==> config.mk <==
export PLATFORM = sky130hd
export DESIGN_NAME = imem_arbiter
export DESIGN_NICKNAME = d
export VERILOG_FILES = /design/src/rtl/riscv_pkg.sv /design/src/rtl/arb_wait_counter.sv /design/src/rtl/imem_arbiter.sv
export SDC_FILE = /design/constraint.sdc
export NUM_CORES = 1
export LEC_CHECK = 0
export BUFFER_PORTS_ARGS = -buffer_cell sky130_fd_sc_hd__buf_2
export CORE_AREA = 2 2 78 80
export CTS_CLUSTER_DIAMETER = 60
export DETAILED_ROUTE_END_ITERATION = 7
export DIE_AREA = 0 0 80 82
export GPL_TIMING_DRIVEN = 0
export HOLD_SLACK_MARGIN = 0.06
export PLACE_DENSITY = 0.7
export SLEW_MARGIN = 30
export SYNTH_ARGS = -nofsm -noshare
export SYNTH_HDL_FRONTEND = slang
export SYNTH_SLANG_ARGS = --single-unit
==> constraint.sdc <==
create_clock -name clk -period 2.3 [get_ports clk]
set_clock_uncertainty 0.2 [all_clocks]
set_input_delay 0.575 -clock clk [delete_from_list [all_inputs] [get_ports clk]]
set_output_delay 0.575 -clock clk [all_outputs]
set_load 0.02 [all_outputs]
==> src/rtl/riscv_pkg.sv <==
// Shared core package: instruction-memory sizing, arbiter state and owner-tag encoding.
// IMEM_ARB_DEBUG_EN widens the owner tag to make room for the debug requester.
package riscv_pkg;

    localparam int IMEM_ADDR_W = 10;
    localparam int IMEM_DATA_W = 32;

    typedef enum logic {
        ARB_BOOT = 1'b0,
        ARB_RUN  = 1'b1
    } arb_state_e;

`ifdef IMEM_ARB_DEBUG_EN
    localparam int OWN_W = 2;
`else
    localparam int OWN_W = 1;
`endif

    typedef logic [OWN_W-1:0] own_t;

    localparam own_t OWN_FETCH = own_t'(0);
    localparam own_t OWN_LOAD  = own_t'(1);
`ifdef IMEM_ARB_DEBUG_EN
    localparam own_t OWN_DBG   = own_t'(2);
`endif

endpackage

==> src/rtl/arb_wait_counter.sv <==
// Saturating count of consecutive cycles the loader has been denied the memory.
// sat_hit tells the arbiter the loader must win this cycle.
module arb_wait_counter #(
    parameter int CNT_W = 4
) (
    input  logic             clk,
    input  logic             rst,
    input  logic             inc,
    input  logic             clr,
    input  logic [CNT_W-1:0] sat,
    output logic             sat_hit
);

    logic [CNT_W-1:0] cnt_d;
    logic [CNT_W-1:0] cnt_q;

    // NOTE: cnt_d gets a default first so no path leaves it unassigned (no latch).
    always_comb begin
        cnt_d = cnt_q;
        if (clr) begin
            cnt_d = '0;
        end else if (inc && (cnt_q != sat)) begin
            cnt_d = cnt_q + CNT_W'(1);
        end
    end

    // NOTE: state registers use non-blocking assignments so every flop samples pre-edge values.
    always_ff @(posedge clk or posedge rst) begin
        if (rst) begin
            cnt_q <= '0;
        end else begin
            cnt_q <= cnt_d;
        end
    end

    assign sat_hit = (cnt_q == sat);

endmodule

==> src/rtl/imem_arbiter.sv <==
// BOOT/RUN sequencer and arbiter sharing the single-port instruction memory between fetch and loader.
// Optional read-only debug requester when IMEM_ARB_DEBUG_EN is defined.
module imem_arbiter
    import riscv_pkg::*;
#(
    parameter int ADDR_W   = IMEM_ADDR_W,
    parameter int DATA_W   = IMEM_DATA_W,
    parameter int MAX_WAIT = 4
) (
    input  logic              clk,
    input  logic              rst,
    input  logic              boot_done,
    input  logic              f_req,
    input  logic [ADDR_W-1:0] f_addr,
    output logic              f_gnt,
    output logic              f_rvalid,
    output logic [DATA_W-1:0] f_rdata,
    input  logic              l_req,
    input  logic              l_we,
    input  logic [ADDR_W-1:0] l_addr,
    input  logic [DATA_W-1:0] l_wdata,
    output logic              l_gnt,
    output logic              l_rvalid,
    output logic [DATA_W-1:0] l_rdata,
`ifdef IMEM_ARB_DEBUG_EN
    input  logic              d_req,
    input  logic [ADDR_W-1:0] d_addr,
    output logic              d_gnt,
    output logic              d_rvalid,
    output logic [DATA_W-1:0] d_rdata,
`endif
    output logic              m_en,
    output logic              m_we,
    output logic [ADDR_W-1:0] m_addr,
    output logic [DATA_W-1:0] m_wdata,
    input  logic [DATA_W-1:0] m_rdata,
    output logic              running
);

    localparam int WAIT_W = 4;

    arb_state_e state_d, state_q;
    logic       rvalid_d, rvalid_q;
    own_t       own_d, own_q;
    logic       sat_hit;

    always_comb begin
        state_d = state_q;
        if ((state_q == ARB_BOOT) && boot_done) begin
            state_d = ARB_RUN;
        end
    end

    assign running = (state_q == ARB_RUN);

    // Fetch is masked in BOOT, which leaves the loader unconditionally granted there.
    assign f_gnt = running && f_req && !(l_req && sat_hit);
    assign l_gnt = l_req && !f_gnt;
`ifdef IMEM_ARB_DEBUG_EN
    assign d_gnt = d_req && !f_gnt && !l_gnt;
`endif

    arb_wait_counter #(
        .CNT_W (WAIT_W)
    ) u_wait_cnt (
        .clk     (clk),
        .rst     (rst),
        .inc     (running && l_req && !l_gnt),
        .clr     (!running || !l_req || l_gnt),
        .sat     (WAIT_W'(MAX_WAIT)),
        .sat_hit (sat_hit)
    );

    always_comb begin
        m_we    = 1'b0;
        m_addr  = f_addr;
        m_wdata = l_wdata;
        if (l_gnt) begin
            m_we   = l_we;
            m_addr = l_addr;
        end
`ifdef IMEM_ARB_DEBUG_EN
        else if (d_gnt) begin
            m_addr = d_addr;
        end
        m_en = f_gnt | l_gnt | d_gnt;
`else
        m_en = f_gnt | l_gnt;
`endif
    end

    // The owner tag routes next cycle's memory data to whoever issued the read.
    always_comb begin
        rvalid_d = m_en && !m_we;
        own_d    = OWN_LOAD;
        if (f_gnt) begin
            own_d = OWN_FETCH;
        end
`ifdef IMEM_ARB_DEBUG_EN
        else if (d_gnt) begin
            own_d = OWN_DBG;
        end
`endif
    end

    always_ff @(posedge clk or posedge rst) begin
        if (rst) begin
            state_q  <= ARB_BOOT;
            rvalid_q <= 1'b0;
            own_q    <= OWN_FETCH;
        end else begin
            state_q  <= state_d;
            rvalid_q <= rvalid_d;
            own_q    <= own_d;
        end
    end

    assign f_rvalid = rvalid_q && (own_q == OWN_FETCH);
    assign l_rvalid = rvalid_q && (own_q == OWN_LOAD);
    assign f_rdata  = m_rdata;
    assign l_rdata  = m_rdata;
`ifdef IMEM_ARB_DEBUG_EN
    assign d_rvalid = rvalid_q && (own_q == OWN_DBG);
    assign d_rdata  = m_rdata;
`endif

endmodule

# ---- Word level (Yosys, flattened, before mapping)
# Index checks and enable logic that the tools add are counted.
dict set report totals {
  output_inout_bits 113
  inputBits 90
  register_bits 7
  elab_cells 35
}
dict set report op_classes {
  n_reduce_logical 20
  bitwise 3
  n_mux 5
  eq_ne 2
  addsub 1
}
# operator n
set op_table {}
lappend op_table {{$logic_and A1 B1 Y1} 11}
lappend op_table {{$mux W10} 1}
lappend op_table {{$mux W4} 2}
lappend op_table {{$logic_not A1 Y1} 6}
lappend op_table {{$add A4 B1 Y4 const B} 1}
lappend op_table {{$eq A4 B3 Y1 const B} 1}
lappend op_table {{$ne A4 B3 Y1 const B} 1}
lappend op_table {{$logic_or A1 B1 Y1} 2}
lappend op_table {{$mux W1} 2}
lappend op_table {{$not A1 Y1} 2}
lappend op_table {{$reduce_bool A2 Y1} 1}
lappend op_table {{$or A1 B1 Y1} 1}

# ---- Longest topological paths before layout
# Gate-level depths: netlist (run 1).
dict set report logic_depth {
  ltp_word 11
  depth_mapped 6
  depth_no_buf 6
}

# ---- Modules after synthesis
# From an unflattened synthesis (run 1), not the netlist that was laid out.
dict set report unflattened {
  cells_unflattened 187
  area_unflattened_um2 1493.9
}
# mod cells_each n_inst seq_area_each_um2 area_each_um2
set modules_own_cells {}
lappend modules_own_cells {imem_arbiter 163 1 75.1 1233.7}
lappend modules_own_cells {arb_wait_counter 24 1 100.1 260.2}

# ---- Least setup slack after synthesis (run 1)
# OpenSTA, ideal clock, no wires.
dict set report synth_timing {
  path_type {reg-to-output}
  start {reg u_wait_cnt.cnt_q[0]}
  end {out m_addr[1]}
  arrival_time_ns 1.499
  path_stages_with_launch 7
  slack_ns 0.026
  required_ns 1.525
  path_buffers 1
  cell_sequence {dfrtp_1 -> inv_1 -> ha_1 -> and3b_1 -> o21ai_2 -> buf_6 -> mux2_4}
}
dict set report synth_between {
  elab_chain_len 7
}
# element line
set synth_rtl {}
lappend synth_rtl {{start, declared} arb_wait_counter.sv:15} ;# logic [CNT_W-1:0] cnt_q;
lappend synth_rtl {{start signal, assigned} arb_wait_counter.sv:32} ;# cnt_q <= cnt_d;
lappend synth_rtl {{$eq A4 B3 Y1} arb_wait_counter.sv:36} ;# assign sat_hit = (cnt_q == sat);
lappend synth_rtl {{$logic_and A1 B1 Y1} imem_arbiter.sv:57} ;# assign f_gnt = running && f_req && !(l_req && sat_hit);
lappend synth_rtl {{$logic_not A1 Y1} imem_arbiter.sv:57}
lappend synth_rtl {{$logic_and A1 B1 Y1} imem_arbiter.sv:57}
lappend synth_rtl {{$logic_not A1 Y1} imem_arbiter.sv:58} ;# assign l_gnt = l_req && !f_gnt;
lappend synth_rtl {{$logic_and A1 B1 Y1} imem_arbiter.sv:58}
lappend synth_rtl {{$mux W10} imem_arbiter.sv:78} ;# if (l_gnt) begin
lappend synth_rtl {{end, declared} imem_arbiter.sv:34} ;# output logic [ADDR_W-1:0] m_addr,
# Every way passes these cells.

# ---- Worst setup path after layout (run 1)
dict set report layout_timing {
  start {reg u_wait_cnt.cnt_q[1]}
  end {out m_addr[5]}
}
# The elaborated chain is that of the path after synthesis.

==> results of run 1 <==
==> worst paths after layout <==
path | to | slack (ps) | cells past startpoint
setup reg to reg | rvalid_q$_DFF_PP0_ | 650 | 8
setup / recovery | m_addr[5] | -300 | 7
min in group clk | u_wait_cnt.cnt_q[0]$_DFFE_PP0P_ | 330 | 2
hold / removal | rvalid_q$_DFF_PP0_ | 70 | 2
max in group asynchronous | u_wait_cnt.cnt_q[3]$_DFFE_PP0P_ | 1600 | 2
hold reg to reg | u_wait_cnt.cnt_q[0]$_DFFE_PP0P_ | 330 | 2
==> flip-flops by register name, indices dropped and copies added, names as in the netlist <==
register	cells
u_wait_cnt.cnt_q	4
own_q	1
running	1
rvalid_q	1
==> placed cells by master (no fill, tap or decap), drive strengths merged, types with 2 or more instances in the layout <==
cell type / Yosys / final
a21o: 2 / 2
and3: 2 / 2
buf: 97 / 246
clkbuf: 0 / 4
dfrtp: 7 / 7
ha: 2 / 2
inv: 6 / 6
mux2: 10 / 10
nand2: 2 / 2
nor2: 4 / 4
==> worst reg2reg max path, cell delays in order (launching register included) <==
cell     delay [ps]
dfrtp_1         360
inv_1            50
ha_2            170
and3b_2         230
buf_4           140
buf_6           100
a21o_4          210
inv_2            60
a21o_1           80
==> per-layer routing <==
metal | GRT usage (%) | routed length, microns
met5 | 0 | 0
met4 | 5.08 | 65
met3 | 2.20 | 470
met2 | 13.8 | 1760
met1 | 9.06 | 1010
==> report_power, final <==
group / leakage (nW) / internal, mW / switching [mW]
Clock: 0.0228 / 0.120 / 0.0515
Combinational: 1.29 / 0.250 / 0.227
Sequential: 0.0862 / 0.128 / 0.00174
Total: 1.39 / 0.498 / 0.281
==> logic make-up after synthesis <==
group	count (synthesis)	synth area share, %
buffers and inverters	103	61.8
multiplexers	10	11.7
AO/OA/AOI/OAI	3	2.05
XOR/XNOR	2	1.43
AND/OR/NAND/NOR	15	6.66
flip-flops	7	14.3
adder cells (fa/ha/maj)	2	2.05
==> layout make-up <==
cell class | count | area (sq um)
Sequential cell | 7 | 175
Tap cell | 75 | 93.8
Inverter | 6 | 22.5
Buffer | 97 | 732
Clock buffer | 4 | 45.0
Timing Repair Buffer | 149 | 873
Multi-Input combinational cell | 32 | 324
Fill cell | 553 | 3480
==> repair_timing <==
| item | CTS | global route |
|---|---|---|
| endpoints found under the setup margin | 12 | 13 |
| pin swaps | 2 | 2 |
| hold buffers | 0 | 0 |
| resized for setup | 37 | 5 |
| cloned | 1 | 0 |
| buffers inserted | 8 | 2 |
==> run metrics, run 1 <==
Pwr per Cell Area=343 nW/um^2; Crit Path Class=reg2out; Seq/Total Area, Yosys=14.3%; Distinct cells, synth=22; Worst path slowest cell=dfrtp_1; ys async rst share=100%; Power Total=~0.78 mW; # diodes=0; WP data arrival=1830 ps; post-route cell area=2270 sq um; HP Class=in2async; total congestion overflow=0; RSZ-0062 raised after global routing=true; antenna violations before repair=0; Core Util, Final=~40%; DRT Wirelength=3.30 mm; Max Cap Viol=0; first-pass GRT wire length=4.15 mm; Num CTS Buffers=3; Synth area leader=buf_4; VDD IR max=171 uV; Final HPWL DP=approximately 2.8 mm; die outline height=slightly above 80 microns; Crit path max-delay family=flip-flops; Worst path max stage delay=360 ps; final hold viol count=0; deepest clock path buffer count=2; Synth Net Count=234; fin nets=388; die width=~80 microns; Post-synth EDFFs=0; placed insts=~360; IO buf count=138; Netlist Area Pre-Place=1220 sq um; Fmax=0.384 GHz; P&R area growth vs syn=85.6%; most common cell in the netlist=buf_4; via count=1281; share of the synthesized area in the top cell type=59.0%; minimum clock period=2600 ps; Clock Sinks=7; failing checks=negative setup slack; Crit path buffers/inverters=3; WL/cell=8.92 microns; CP required=1520 ps; Leak Pwr=1.39 nW; Yosys Warn Count=0; GRT Total Usage=about 8.1%; Synth top cells by count=buf_4, mux2_4, dfrtp_1; Slew @ Worst Pin=283 ps; post-route clock period utilization=113%; Crit. Startpoint=u_wait_cnt.cnt_q[1]$_DFFE_PP0P_; reg2reg start=u_wait_cnt.cnt_q[1]$_DFFE_PP0P_; post-route ant nets=0; hold slack=75.0 ps; post-route insts no fill=370; vias in the first global route=around 1000; clk_lat worst skew=230 ps; DR DRC count=0; clk slew on worst S/H paths=40 ps; Avg Inst Size Synth=8.60 sq um; Cells after Synth=142; pre-CTS setup slack=-201 ps; vias per inst=3.46; status=finished with violations; worst-path cell chain=inv_1 -> ha_2 -> and3b_2 -> o21ai_4 -> buf_6 -> mux2_4 -> buf_6; most frequent CP cell=buf_6; final setup vio count=13; setup TNS after final layout=-3450 ps; CP Launch Type=flip-flop; DR iter-0 viols=18; H-tree levels=1; GP Congestion=0.624; CTS tree=yes; flop and latch count out of synthesis=7; Core Footprint=5750 sq um; Worst setup EP type=primary output; # rows=28; placed cell area=2010 sq um; Post-synth top flop=dfrtp_1; CP Max Fanout=5; Starting Density=21.3%; layout cells sized above 1=90.5%; I/O pins=203; pin count of the biggest net entering global routing=8; Final Max Slew Viols=0; Root Driver=clkbuf_8; post-route setup slack=-302 ps; die area=about 6600 sq um; worst rel slew slack=81.1%; ranking of synthesized cells by area=buf_4, dfrtp_1, mux2_4, ha_1, inv_1; DR pass1 iterations=4
No activity file was read; power rests on OpenSTA's default activity.
==> inputs of run 2 (changes only) <==
--- a/config.mk
+++ b/config.mk
@@ -12,7 +12,9 @@
 export DIE_AREA = 0 0 80 82
 export GPL_TIMING_DRIVEN = 0
 export HOLD_SLACK_MARGIN = 0.06
-export PLACE_DENSITY = 0.7
+export PLACE_DENSITY = 0.73
+export REMOVE_ABC_BUFFERS = 1
+export SKIP_LAST_GASP = 1
 export SLEW_MARGIN = 30
 export SYNTH_ARGS = -nofsm -noshare
 export SYNTH_HDL_FRONTEND = slang
==> run 2 against run 1 <==
The flow still finishes with violations (negative setup slack). Global-route usage grew 14 points. Combinational power shrank 67%. Worst setup slack gained 14 ps. Design area shrank 55%. Register-to-register slack gained 170 ps. Fmax grew 0.56%. Non-clock buffer count shrank 198. Clock power is essentially flat. Sequential share of layout area grew 9.4 points. Critical path depth is the same. Hold slack lost 3.3 ps. Core utilization shrank 22 points.
==> run metrics, run 2 (same netlist as run 1, synthesis figures left out) <==
post-route clock period utilization=113% (-0.63 points); DR DRC count=0 (unchanged); WP data arrival=1810 ps (-20 ps); Num CTS Buffers=3 (unchanged); GRT Total Usage=22.4% (+14 points); IO buf count=42 (-70%); DRT Wirelength=7.99 mm (+140%); CP Max Fanout=5 (unchanged); post-route cell area=1020 sq um (-55%); die area=6560 sq um (unchanged); Crit. Startpoint=u_wait_cnt.cnt_q[1]$_DFFE_PP0P_; minimum clock period=2590 ps (-14.4 ps); Starting Density=21.3% (unchanged); Final Max Slew Viols=0 (unchanged); die width=80 microns (unchanged); Largest Register=u_wait_cnt.cnt_q; post-route ant nets=0 (unchanged); Final HPWL DP=7.33 mm (+160%); Fmax=0.386 GHz (+0.56%); CP Launch Type=flip-flop; commonest cells after routing, fill and taps aside=buf_2, buf_6, mux2_4, dfrtp_1, inv_1; hold_buf cts=0 (unchanged); DR iter-0 viols=36 (+18); clk_lat worst skew=230 ps (about the same); Crit Path Class=reg2out; fin nets=190 (-51%); DR pass1 iterations=3 (-1); # rows=28 (unchanged); hold slack=71.7 ps (-3.26 ps); GP Congestion=0.797 (+28%); Clock Sinks=7 (unchanged); placed insts=162 (-54%); antenna violations before repair=0 (unchanged); HP Class=in2async; status=finished with violations; WL/cell=46.4 microns (+420%); pre-CTS setup slack=-507 ps (-306 ps); final setup vio count=12 (-1); Pwr per Cell Area=452 nW/um^2 (+31%); final hold viol count=0 (unchanged); vias in the first global route=614 (-39%); max reg flops=4 (unchanged); CTS tree=yes; post-route insts no fill=172 (-54%); RSZ-0062 raised after global routing=true; Worst setup EP type=primary output; first-pass GRT wire length=8.77 mm (+110%); pin count of the biggest net entering global routing=8 (unchanged); die outline height=82 microns (unchanged); clk slew on worst S/H paths=40 ps (about the same); I/O pins=203 (unchanged); Slew @ Worst Pin=278 ps (-4.75 ps); placed cell area=793 sq um (-60%); layout cells sized above 1=70.1% (-20 points); Root Driver=clkbuf_8; failing checks=negative setup slack; H-tree levels=1 (unchanged); reg2reg start=u_wait_cnt.cnt_q[1]$_DFFE_PP0P_; CP required=1520 ps (about the same); VDD IR max=271 uV (+59%); Core Footprint=5750 sq um (unchanged); # diodes=0 (unchanged); most common cell after layout, fill and taps aside=buf_2; Leak Pwr=0.534 nW (-62%); Power Total=0.460 mW (-41%); post-route setup slack=-288 ps (+14.4 ps); total congestion overflow=0 (unchanged); deepest clock path buffer count=2 (unchanged); Max Cap Viol=0 (unchanged); vias per inst=4.13 (+19%); P&R area growth vs syn=-16.5%; via count=711 (-44%); worst rel slew slack=81.5% (+0.32 points)
-- run 2: cell types whose count changed in the layout (fill, tap and decap cells not counted), sizes merged --
| cell | previous run | this run |
|---|---|---|
| clkbuf | 4 | 5 |
| buf | 246 | 47 |
-- run 2: final timing paths --
| check | end | depth (start not counted) | slack, ps |
|---|---|---|---|
| hold reg to reg | running$_DFFE_PP0P_ | 1 | 320 |
| max in group asynchronous | rvalid_q$_DFF_PP0_ | 2 | 1610 |
| min in group clk | running$_DFFE_PP0P_ | 1 | 320 |
| hold / removal | running$_DFFE_PP0P_ | 2 | 70 |
| setup / recovery | m_addr[4] | 7 | -290 |
| setup reg to reg | rvalid_q$_DFF_PP0_ | 6 | 820 |
-- run 2: critical path, cell delays in order, from the launching register on --
cell	delay (ps)
dfrtp_1	330
inv_1	50
ha_2	180
and3b_2	220
o21ai_4	190
clkbuf_16	180
mux2_4	300
buf_6	130
-- run 2: final cells by class --
class	instances	area (sq um)
Multi-Input combinational cell	32	313
Fill cell	659	4730
Inverter	6	22.5
Timing Repair Buffer	48	370
Sequential cell	7	175
Clock buffer	4	45.0
Tap cell	75	93.8
-- run 2: per-stage QoR --
stage	setup TNS (ps)	utilization, %
floorplan	-1740	-
global placement	-4430	13.8
detailed placement	-5030	13.8
CTS	-3270	17.6
global route	-3710	17.7
finish	-2890	17.7
-- run 2: what timing repair did --
action | CTS | global route
cloned | 1 | 0
resized for setup | 33 | 3
endpoints found under the setup margin | 13 | 13
setup buffers | 4 | 1
pin swaps | 3 | 0
-- run 2: power by group --
group | internal (mW) | switching [mW]
clock | 0.120 | 0.0537
sequential | 0.128 | 0.00156
combinational | 0.0879 | 0.0698
total | 0.335 | 0.125
-- run 2: layer usage --
| layer | global-route usage [%] | routed length [microns] | share of wire (%) | vias up |
|---|---|---|---|---|
| met5 | 0 | 0 | 0 | - |
| met4 | 12.4 | 433 | 5.4 | 0 |
| met3 | 27.7 | 2070 | 26 | 18 |
| met2 | 42.8 | 4380 | 55 | 137 |
| met1 | 8.78 | 1110 | 14 | 303 |
| li1 | - | - | - | 253 |
